<file path="src/rtl/sqrt_req_scheduler_if.sv">
// rtl/sqrt_req_scheduler_if.sv - request/response and engine bundle for sqrt_req_scheduler
//
// Purpose: groups the client request/grant/response signals and the CORDIC
// engine Start/InpNum/Result/Stop signals into one interface.
// Ports (signals):
//   req, req_num              client request levels and packed 32-bit operands
//   gnt                       one-hot accept pulse back to the clients
//   resp_valid/id/result/err  tagged response
//   busy                      scheduler not idle
//   eng_start, eng_num        to engine Start/InpNum
//   eng_result, eng_stop      from engine Result/Stop
// Modports: slave = scheduler side, master = clients + engine side.
interface sqrt_req_scheduler_if #(
  parameter int N_REQ = 4
);
  logic [N_REQ-1:0]    req;
  logic [32*N_REQ-1:0] req_num;
  logic [N_REQ-1:0]    gnt;
  logic                resp_valid;
  logic [2:0]          resp_id;
  logic [23:0]         resp_result;
  logic                resp_err;
  logic                busy;
  logic                eng_start;
  logic [31:0]         eng_num;
  logic [23:0]         eng_result;
  logic                eng_stop;

  modport slave (
    input  req, req_num, eng_result, eng_stop,
    output gnt, resp_valid, resp_id, resp_result, resp_err, busy,
           eng_start, eng_num
  );

  modport master (
    output req, req_num, eng_result, eng_stop,
    input  gnt, resp_valid, resp_id, resp_result, resp_err, busy,
           eng_start, eng_num
  );
endinterface

</file>
<file path="src/rtl/sqrt_req_scheduler.sv">
// rtl/sqrt_req_scheduler.sv - round-robin scheduler sharing one sqrt CORDIC engine
//
// Purpose: arbitrates N_REQ requesters onto a single square-root engine,
// pulses the engine start, waits for its stop flag (with a watchdog) and
// returns the result tagged with the requester index.
// Ports:
//   clk    system clock, rising edge
//   rst_n  asynchronous active-low reset
//   bus    sqrt_req_scheduler_if.slave (requests, grants, responses, engine)
// Parameters:
//   N_REQ    number of requesters (2..8)
//   TIMEOUT  maximum BUSY cycles before abort (>= 25)
module sqrt_req_scheduler #(
  parameter int N_REQ   = 4,
  parameter int TIMEOUT = 32
) (
  input  logic                  clk,
  input  logic                  rst_n,
  sqrt_req_scheduler_if.slave   bus
);
  localparam int CW = $clog2(TIMEOUT);

  typedef enum logic [2:0] {
    S_IDLE  = 3'd0,
    S_START = 3'd1,
    S_ARM   = 3'd2,
    S_BUSY  = 3'd3,
    S_DONE  = 3'd4
  } state_t;

  state_t           state_q;
  logic [2:0]       ptr_q;
  logic [2:0]       win_q;
  logic [CW-1:0]    cnt_q;
  logic [N_REQ-1:0] gnt_q;
  logic             eng_start_q;
  logic [31:0]      eng_num_q;
  logic             busy_q;
  logic             resp_valid_q;
  logic [2:0]       resp_id_q;
  logic [23:0]      resp_result_q;
  logic             resp_err_q;

  // Requests and operands padded to the 8-entry maximum so the winner index
  // can address them directly regardless of N_REQ.
  logic [7:0]       req_pad;
  logic [7:0][31:0] num_pad;
  logic [3:0]       idx_c;
  logic             found_d;
  logic [2:0]       win_d;
  logic [31:0]      num_d;
  logic [7:0]       win_oh_d;

  always_comb begin
    req_pad  = 8'(bus.req);
    num_pad  = 256'(bus.req_num);
    idx_c    = '0;
    found_d  = 1'b0;
    win_d    = '0;
    // Search starts at ptr_q and wraps, so the last winner goes to the back.
    for (int k = 0; k < N_REQ; k++) begin
      idx_c = {1'b0, ptr_q} + 4'(k);
      if (idx_c >= 4'(N_REQ)) begin
        idx_c = idx_c - 4'(N_REQ);
      end
      if (!found_d && req_pad[idx_c[2:0]]) begin
        found_d = 1'b1;
        win_d   = idx_c[2:0];
      end
    end
    num_d    = num_pad[win_d];
    win_oh_d = 8'd1 << win_d;
  end

  always_ff @(posedge clk or negedge rst_n) begin
    if (!rst_n) begin
      state_q       <= S_IDLE;
      ptr_q         <= '0;
      win_q         <= '0;
      cnt_q         <= '0;
      gnt_q         <= '0;
      eng_start_q   <= 1'b0;
      eng_num_q     <= '0;
      busy_q        <= 1'b0;
      resp_valid_q  <= 1'b0;
      resp_id_q     <= '0;
      resp_result_q <= '0;
      resp_err_q    <= 1'b0;
    end else begin
      gnt_q        <= '0;
      eng_start_q  <= 1'b0;
      resp_valid_q <= 1'b0;
      case (state_q)
        S_IDLE: begin
          if (found_d) begin
            state_q     <= S_START;
            win_q       <= win_d;
            eng_num_q   <= num_d;
            gnt_q       <= win_oh_d[N_REQ-1:0];
            eng_start_q <= 1'b1;
            busy_q      <= 1'b1;
          end
        end
        S_START: begin
          ptr_q   <= (win_q == 3'(N_REQ-1)) ? 3'd0 : win_q + 3'd1;
          state_q <= S_ARM;
        end
        S_ARM: begin
          // Engine stop flag is stale until it has sampled start; skip it.
          cnt_q   <= '0;
          state_q <= S_BUSY;
        end
        S_BUSY: begin
          if (bus.eng_stop) begin
            state_q       <= S_DONE;
            resp_valid_q  <= 1'b1;
            resp_id_q     <= win_q;
            resp_result_q <= bus.eng_result;
            resp_err_q    <= 1'b0;
          end else if (cnt_q == CW'(TIMEOUT-1)) begin
            state_q       <= S_DONE;
            resp_valid_q  <= 1'b1;
            resp_id_q     <= win_q;
            resp_result_q <= '0;
            resp_err_q    <= 1'b1;
          end else begin
            cnt_q <= cnt_q + 1'b1;
          end
        end
        S_DONE: begin
          state_q <= S_IDLE;
          busy_q  <= 1'b0;
        end
        default: begin
          state_q <= S_IDLE;
          busy_q  <= 1'b0;
        end
      endcase
    end
  end

  assign bus.gnt         = gnt_q;
  assign bus.eng_start   = eng_start_q;
  assign bus.eng_num     = eng_num_q;
  assign bus.busy        = busy_q;
  assign bus.resp_valid  = resp_valid_q;
  assign bus.resp_id     = resp_id_q;
  assign bus.resp_result = resp_result_q;
  assign bus.resp_err    = resp_err_q;
endmodule

</file>
<file path="src/flat_wrapper.sv">
// flat-port wrapper written by rule: the top's interface ports become plain ports
module sqrt_req_scheduler_flat 
#(
  parameter int N_REQ   = 4,
  parameter int TIMEOUT = 32
)
  (clk, rst_n, bus_req, bus_req_num, bus_eng_result, bus_eng_stop, bus_gnt, bus_resp_valid, bus_resp_id, bus_resp_result, bus_resp_err, bus_busy, bus_eng_start, bus_eng_num);
  sqrt_req_scheduler_if #(.N_REQ(N_REQ)) bus_i ();
  input  logic clk;
  input  logic rst_n;
  input wire logic [$bits(bus_i.req)-1:0] bus_req;
  input wire logic [$bits(bus_i.req_num)-1:0] bus_req_num;
  input wire logic [$bits(bus_i.eng_result)-1:0] bus_eng_result;
  input wire logic [$bits(bus_i.eng_stop)-1:0] bus_eng_stop;
  output wire logic [$bits(bus_i.gnt)-1:0] bus_gnt;
  output wire logic [$bits(bus_i.resp_valid)-1:0] bus_resp_valid;
  output wire logic [$bits(bus_i.resp_id)-1:0] bus_resp_id;
  output wire logic [$bits(bus_i.resp_result)-1:0] bus_resp_result;
  output wire logic [$bits(bus_i.resp_err)-1:0] bus_resp_err;
  output wire logic [$bits(bus_i.busy)-1:0] bus_busy;
  output wire logic [$bits(bus_i.eng_start)-1:0] bus_eng_start;
  output wire logic [$bits(bus_i.eng_num)-1:0] bus_eng_num;
  assign bus_i.req = bus_req;
  assign bus_i.req_num = bus_req_num;
  assign bus_i.eng_result = bus_eng_result;
  assign bus_i.eng_stop = bus_eng_stop;
  assign bus_gnt = bus_i.gnt;
  assign bus_resp_valid = bus_i.resp_valid;
  assign bus_resp_id = bus_i.resp_id;
  assign bus_resp_result = bus_i.resp_result;
  assign bus_resp_err = bus_i.resp_err;
  assign bus_busy = bus_i.busy;
  assign bus_eng_start = bus_i.eng_start;
  assign bus_eng_num = bus_i.eng_num;
  sqrt_req_scheduler #(.N_REQ(N_REQ), .TIMEOUT(TIMEOUT)) u_core (.clk(clk), .rst_n(rst_n), .bus(bus_i));
endmodule
</file>
<file path="config.mk">
export PLATFORM = sky130hd
export DESIGN_NAME = sqrt_req_scheduler_flat
export DESIGN_NICKNAME = d
export VERILOG_FILES = /design/src/rtl/sqrt_req_scheduler_if.sv /design/src/rtl/sqrt_req_scheduler.sv /design/src/flat_wrapper.sv
export SDC_FILE = /design/constraint.sdc
export NUM_CORES = 1
export LEC_CHECK = 0
export CORE_MARGIN = 2
export CORE_UTILIZATION = 42
export DETAILED_ROUTE_END_ITERATION = 10
export PLACE_DENSITY = 0.83
export SETUP_SLACK_MARGIN = 0.15
export SLEW_MARGIN = 5
export SYNTH_ARGS = -nofsm -noshare
export SYNTH_HDL_FRONTEND = slang
export SYNTH_SLANG_ARGS = --single-unit
</file>
<file path="constraint.sdc">
create_clock -name clk -period 6.82 [get_ports clk]
set_input_delay 1.364 -clock clk [delete_from_list [all_inputs] [get_ports clk]]
set_output_delay 1.364 -clock clk [all_outputs]
set_load 0.1 [all_outputs]
</file>
==> Yosys cells after proc, flatten, opt, wreduce, memory -nomap -nowiden <==
Cells that the tools add are included.
{ "word_totals": {"reg_bits": 81, "latchBits": 0, "ramBits": 0, "rom_bits": 0, "inputBits": 159, "output_inout_bits": 67, "wordCells": 101, "mem_count": 0} }
{ "classes": {"n_addsub": 9, "mul": 0, "div": 0, "magnitude_cmp": 9, "n_eq_ne": 9, "n_shift": 1, "mux": 45, "n_bitwise": 1, "reduce_logical": 15} }
{ "ops": {"columns": ["operator", "n"], "rows": [
  ["32-bit binary-select mux with 3-bit select", 1],
  ["24-bit two-way mux", 2],
  ["3-bit two-way mux", 14],
  ["32-bit two-way mux", 1],
  ["3-bit by 4-bit < comparator with 1-bit output (second input constant)", 5],
  ["1-bit two-way mux", 16],
  ["1-bit binary-select mux with 3-bit select", 4],
  ["4-bit by 3-bit >= comparator with 1-bit output (second input constant)", 3],
  ["3-bit case mux with 4 select lines", 1],
  ["3-bit subtractor (second input constant)", 4],
  ["5-bit two-way mux", 2],
  ["5-bit case mux with 2 select lines", 1],
  ["3-bit by 2-bit equality test with 1-bit output (second input constant)", 3],
  ["3-bit by 2-bit adder with 4-bit output (second input constant)", 2],
  ["4-bit two-way mux", 2],
  ["2-bit AND reduction", 4],
  ["5-bit by 1-bit adder with 5-bit output (second input constant)", 1],
  ["5-bit equality test (second input constant)", 1],
  ["3-bit by 1-bit adder with 4-bit output (second input constant)", 1],
  ["2-bit inequality test (second input constant)", 2],
  ["2-bit nonzero test", 2],
  ["1-bit by 3-bit << shifter with 4-bit output (first input constant)", 1],
  ["3-bit by 1-bit adder with 3-bit output (second input constant)", 1],
  ["3-bit by 1-bit equality test with 1-bit output (second input constant)", 1],
  ["10 further kinds", 14]
]} }

==> Longest topological paths before layout <==
{ "logic_depth": {"word_depth": 17, "ltp_mapped": 13, "depth_no_buf": 9} }

==> Worst setup path after synthesis <==
OpenSTA, ideal clock, no wires.
{ "synth_timing": {"path_kind": "in2reg", "start": "input port bus_req[0]", "end": "register u_core.eng_num_q[16] (netlist: u_core.bus.eng_num[16])", "setup_ps": 139, "arrival_time_ps": 2847, "required_ps": 6681, "setup_slack_ps": 3834, "cell_stages": 8, "n_path_buf": 1, "cell_sequence": "mux4_1 -> nand2_1 -> nand4bb_1 -> nand2_2 -> inv_2 -> nand2_1 -> buf_2 -> o221ai_1"} }
{ "synth_via": {"elab_chain_cells": 14, "elab_cells_between_ends": 25, "classes_between": "mux (18); reduce/logical (7)"} }
{ "synth_rtl": {"columns": ["item", "line_no", "rtl"], "rows": [
  ["from (decl)", "flat_wrapper.sv:11", "input wire logic [$bits(bus_i.req)-1:0] bus_req;"],
  ["1-bit binary-select mux with 3-bit select", "sqrt_req_scheduler.sv:66", "if (!found_d && req_pad[idx_c[2:0]]) begin"],
  ["1-bit two-way mux (not written as such)", "sqrt_req_scheduler.sv:66", null],
  ["1-bit two-way mux", "sqrt_req_scheduler.sv:66", null],
  ["1-bit zero test", "sqrt_req_scheduler.sv:66", null],
  ["1-bit logical AND", "sqrt_req_scheduler.sv:66", null],
  ["1-bit two-way mux", "sqrt_req_scheduler.sv:66", null],
  ["1-bit zero test", "sqrt_req_scheduler.sv:66", null],
  ["1-bit logical AND", "sqrt_req_scheduler.sv:66", null],
  ["1-bit two-way mux", "sqrt_req_scheduler.sv:66", null],
  ["1-bit zero test", "sqrt_req_scheduler.sv:66", null],
  ["1-bit logical AND", "sqrt_req_scheduler.sv:66", null],
  ["3-bit two-way mux", "sqrt_req_scheduler.sv:66", null],
  ["32-bit binary-select mux with 3-bit select", "sqrt_req_scheduler.sv:71", "num_d = num_pad[win_d];"],
  ["32-bit two-way mux (not written as such)", "sqrt_req_scheduler.sv:71", null],
  ["to (signal assigned)", "sqrt_req_scheduler.sv:98", "eng_num_q <= num_d;"],
  ["to (decl)", "sqrt_req_scheduler.sv:37", "logic [31:0] eng_num_q;"]
]} }
Several ways; a longest one is shown, not always the timed one. The select of a mux whose other input is x is not followed.
A chain may end at the register's enable or synchronous reset.

==> Worst setup path in the final report <==
{ "layout_timing": {"start": "input port bus_req[1]", "end": "register u_core.eng_num_q[25] (netlist: u_core.bus.eng_num[25])"} }
The elaborated chain is that of the path after synthesis.

==> key figures <==
Placement
  – I/O Buffers: 225
  – Pre-CTS worst setup slack: between 1.5 and 2 ns
  – Global placer's final weighted congestion: between 0.8 and 0.9
  – Detailed placer's ending HPWL: roughly 10 mm
  – # placed instances: 700
  – Post-placement cell area: between 6000 and 7000 um^2

Synthesis
  – Portion of synthesized cell area occupied by the leading cell type: 0.488
  – Synth Instances: between 300 and 400
  – Most numerous cell in the Yosys netlist: sky130_fd_sc_hd__dfrtp_1
  – Top post-synthesis cells by area: sky130_fd_sc_hd__dfrtp_1, sky130_fd_sc_hd__mux2i_1, sky130_fd_sc_hd__o221ai_1
  – Basic-gate share of the synthesized area counting and, or, nand and nor cells: 0.0997
  – Proportion of register bits with asynchronous set or reset after synthesis: 1.00
  – Top cell type by total area after synthesis: sky130_fd_sc_hd__dfrtp_1
  – Proportion of synthesized chip area in sequential cells: 0.488
  – Primary flip-flop cell chosen by synthesis mapping: sky130_fd_sc_hd__dfrtp_1
  – Mapped Nets: 530
  – Synthesized area per cell: approximately 11 um^2
  – Mapped Area: a little over 4000 um^2
  – Fraction of the mapped netlist area in compound gates: 0.172
  – Number of synthesized register bits: between 80 and 90
  – Number of synthesized flops with an enable pin: 0
  – Area share of fa/ha/maj cells after synthesis: 0.0151
  – Number of synthesis warnings: 0
  – Mux cell area share after synthesis: 0.178
  – Top cells by count, synth: sky130_fd_sc_hd__dfrtp_1, sky130_fd_sc_hd__mux2i_1, sky130_fd_sc_hd__nand2_1
  – Combinational family with the most area after synthesis: multiplexers
  – Synthesized-area fraction occupied by xor and xnor cells: 0.00211
  – Count of distinct cell types in the synthesized netlist: 47

Route
  – DRT iter0 DRCs: 164
  – DRC viols: 0
  – Number of search-and-repair iterations in the first detailed-routing pass: 4
  – Post-DR wirelength/cell: 17.8 um
  – Post-route ant nets: 0
  – Final WL: 12.7 mm
  – Total number of vias: 3,791
  – Ratio of routed vias to standard cells: between 5 and 6

CTS
  – CTS sink cnt: 81
  – Number of buffers added to fix hold violations after cts: 0
  – Number of buffers inserted during clock tree synthesis: 9
  – CTS clock-pin slew for the worst setup and hold paths: roughly 0.07 ns
  – CTS resizes: 0
  – # H-tree levels: 3
  – Clock tree from TritonCTS: yes
  – Insertion delay to the later sink of the worst-skew pair: about 0.34 ns
  – Setup repair bufs after CTS: 0
  – Clock root buffer master: sky130_fd_sc_hd__clkbuf_8
  – Max clock buf depth: 2

GRT
  – GRT Max-Usage Layer: met2
  – GR Util met3: 0.0383
  – Total global routing track utilization: 0.223
  – Via count of the first global-routing pass: 3,717
  – Global-route wire length before repair: about 18 mm
  – Antenna violations before repair: 0
  – Grt met2 use: 0.388
  – Largest net degree at the start of global routing: slightly above 80
  – Global Route met1 Usage: 0.285
  – GRT overflow: 0

Critical path
  – Worst-path fanout max: 37
  – Worst Path Class, Setup: in -> reg
  – Critical path required time: around 7.0 ns
  – FF-to-FF path depth: 9
  – Worst EP arrival: 4.80 ns
  – Largest delay contributor family on the critical path: simple AND/OR/NAND/NOR gates
  – Max stage delay cell, worst path: sky130_fd_sc_hd__nand2_1
  – Cell with the most instances on the worst path: sky130_fd_sc_hd__nand2_1
  – Cell-by-cell listing of the critical path: clkdlybuf4s50_1 -> mux4_1 -> nand2_1 -> nand4bb_1 -> nand2_2 -> inv_2 -> nand2_1 -> o221ai_1
  – Worst setup slack for register-to-register paths: between 2 and 3 ns
  – Count of buffering cells on the critical path with inverters included: 2
  – Delay of the slowest critical-path stage: about 0.9 ns
  – Endpoint of the worst-slack reg-to-reg timing path: u_core.bus.eng_num[25]
  – Startpoint Class: primary input
  – Sort of element at the end of the critical path: register
  – Worst flop-to-flop path startpoint: u_core.ptr_q[0]

Timing
  – Worst clock skew on the final layout: roughly 0.016 ns
  – Shortest clock period the worst path allows after layout: 4.64 ns
  – Maximum clock frequency: around 0.22 GHz
  – Final hold violation count: 0
  – Total Neg Setup Slack: 0 ns
  – Slew at the pin with the worst max-slew slack: approximately 1.2 ns
  – Count of final max-slew check failures: 0
  – Remaining max-slew budget at the tightest pin: 0.205
  – Setup violators final: 0
  – Period utilization: 0.681
  – Final worst setup slack: 2.18 ns
  – Setup repair after global routing missed its margin: no

Finish
  – Layout Cells excl Fill: between 700 and 800
  – Diode insertion count for antenna repair: 0
  – Share of cells above drive strength 1: 0.0515
  – Final-stage net count: between 700 and 800
  – Synth-to-layout area growth: 59.6%
  – Final Cell Area: 6630 um^2

Flow run
  – Max-Cap Viols: 0

Min path
  – Sink of the worst hold path: u_core.bus.resp_id[2]
  – Hold Startpoint: u_core.bus.resp_id[2]
  – Hold Path Class: reg -> reg
  – Number of instances on the worst hold path: 2

Floorplan
  – Die width: ~100 um
  – Number of standard-cell rows in the floorplan: 36
  – Die boundary height: between 100 and 150 um
  – I/O pin cnt: 226
  – Initial Util: 0.429
  – Die ar.: 10,700 um^2
  – Core outline area: between 9000 and 10,000 um^2

Outcome
  – Result of the run: finished clean
worst max-delay path by stage:
stage          startpoint                     end  slack (ns)  cells past startpoint
2_1_floorplan  bus_req[0]  u_core.bus.eng_num[16]        3.83                      8
3_3_place_gp   bus_req[3]  u_core.bus.eng_num[31]        2.05                      8
3_5_place_dp   bus_req[1]  u_core.bus.eng_num[25]        1.86                      8
4_1_cts        bus_req[3]  u_core.bus.eng_num[25]        2.21                      8
5_1_grt        bus_req[3]  u_core.bus.eng_num[25]        1.97                      8
6_report       bus_req[1]  u_core.bus.eng_num[25]        2.18                      8
layout make-up:
cell class,count,area [um^2]
inverters,6,22.5
multi-input cells,252,1950
well taps,133,166
clock buffers,12,135
flip-flops and latches,81,2030
fillers,761,3060
clock inverters,4,53.8
repair buffers,228,2270
per-stage QoR:
stage                      util  hold WS [ns]
after floorplan               -         0.465
after global placement    0.665         0.464
after global routing      0.684         0.514
after detailed placement  0.665         0.467
final                     0.684         0.483
after CTS                 0.684         0.485
state kept, by name, summed over array words and instances (netlist names):
name	count
u_core.bus.busy	1
u_core.bus.eng_num	32
u_core.bus.eng_start	1
u_core.bus.gnt	4
u_core.bus.resp_err	1
u_core.bus.resp_id	3
u_core.bus.resp_result	24
u_core.bus.resp_valid	1
u_core.cnt_q	5
u_core.ptr_q	3
u_core.state_q	3
u_core.win_q	3
kinds of logic after synthesis:
logic type	count (synthesis)
and+or+nand+nor	93
AOI/OAI and AO/OA	82
DFF	81
muxes	71
buffers and inverters	33
adders and majority gates	5
xor gates and xnor gates	1
cell usage in the layout (no fill, tap or decap), types with 2 or more instances in the layout:
cell type	count
sky130_fd_sc_hd__clkbuf_1	3
sky130_fd_sc_hd__and3_1	2
sky130_fd_sc_hd__a21oi_1	4
sky130_fd_sc_hd__nor3_1	3
sky130_fd_sc_hd__dfrtp_1	81
sky130_fd_sc_hd__o31ai_1	2
sky130_fd_sc_hd__buf_4	4
sky130_fd_sc_hd__o221ai_2	6
sky130_fd_sc_hd__nor2_1	13
sky130_fd_sc_hd__inv_1	5
sky130_fd_sc_hd__nand4_1	3
sky130_fd_sc_hd__ha_1	5
sky130_fd_sc_hd__nand2b_1	6
sky130_fd_sc_hd__a32oi_1	2
sky130_fd_sc_hd__o221ai_1	27
sky130_fd_sc_hd__a22o_1	26
sky130_fd_sc_hd__nand2_1	56
sky130_fd_sc_hd__and2_1	2
sky130_fd_sc_hd__clkdlybuf4s50_1	224
sky130_fd_sc_hd__mux2i_1	68
sky130_fd_sc_hd__o21ai_0	6
sky130_fd_sc_hd__clkinvlp_4	2
sky130_fd_sc_hd__clkbuf_8	9
tightest hold or removal path: stages, from the launching register on:
cell,delay [ns]
sky130_fd_sc_hd__dfrtp_1,0.35
sky130_fd_sc_hd__nand2_1,0.05
sky130_fd_sc_hd__nand2_1,0.06
metal layers:
metal	share of wire	vias up
met2	0.53	116
met1	0.41	1875
met3	0.055	9
met4	0.0097	0
li1	-	1791
met5	0	-
Power is left out: the tool's default activity adds up to more than one toggle a clock period on the data nets, which glitch-free logic cannot reach.
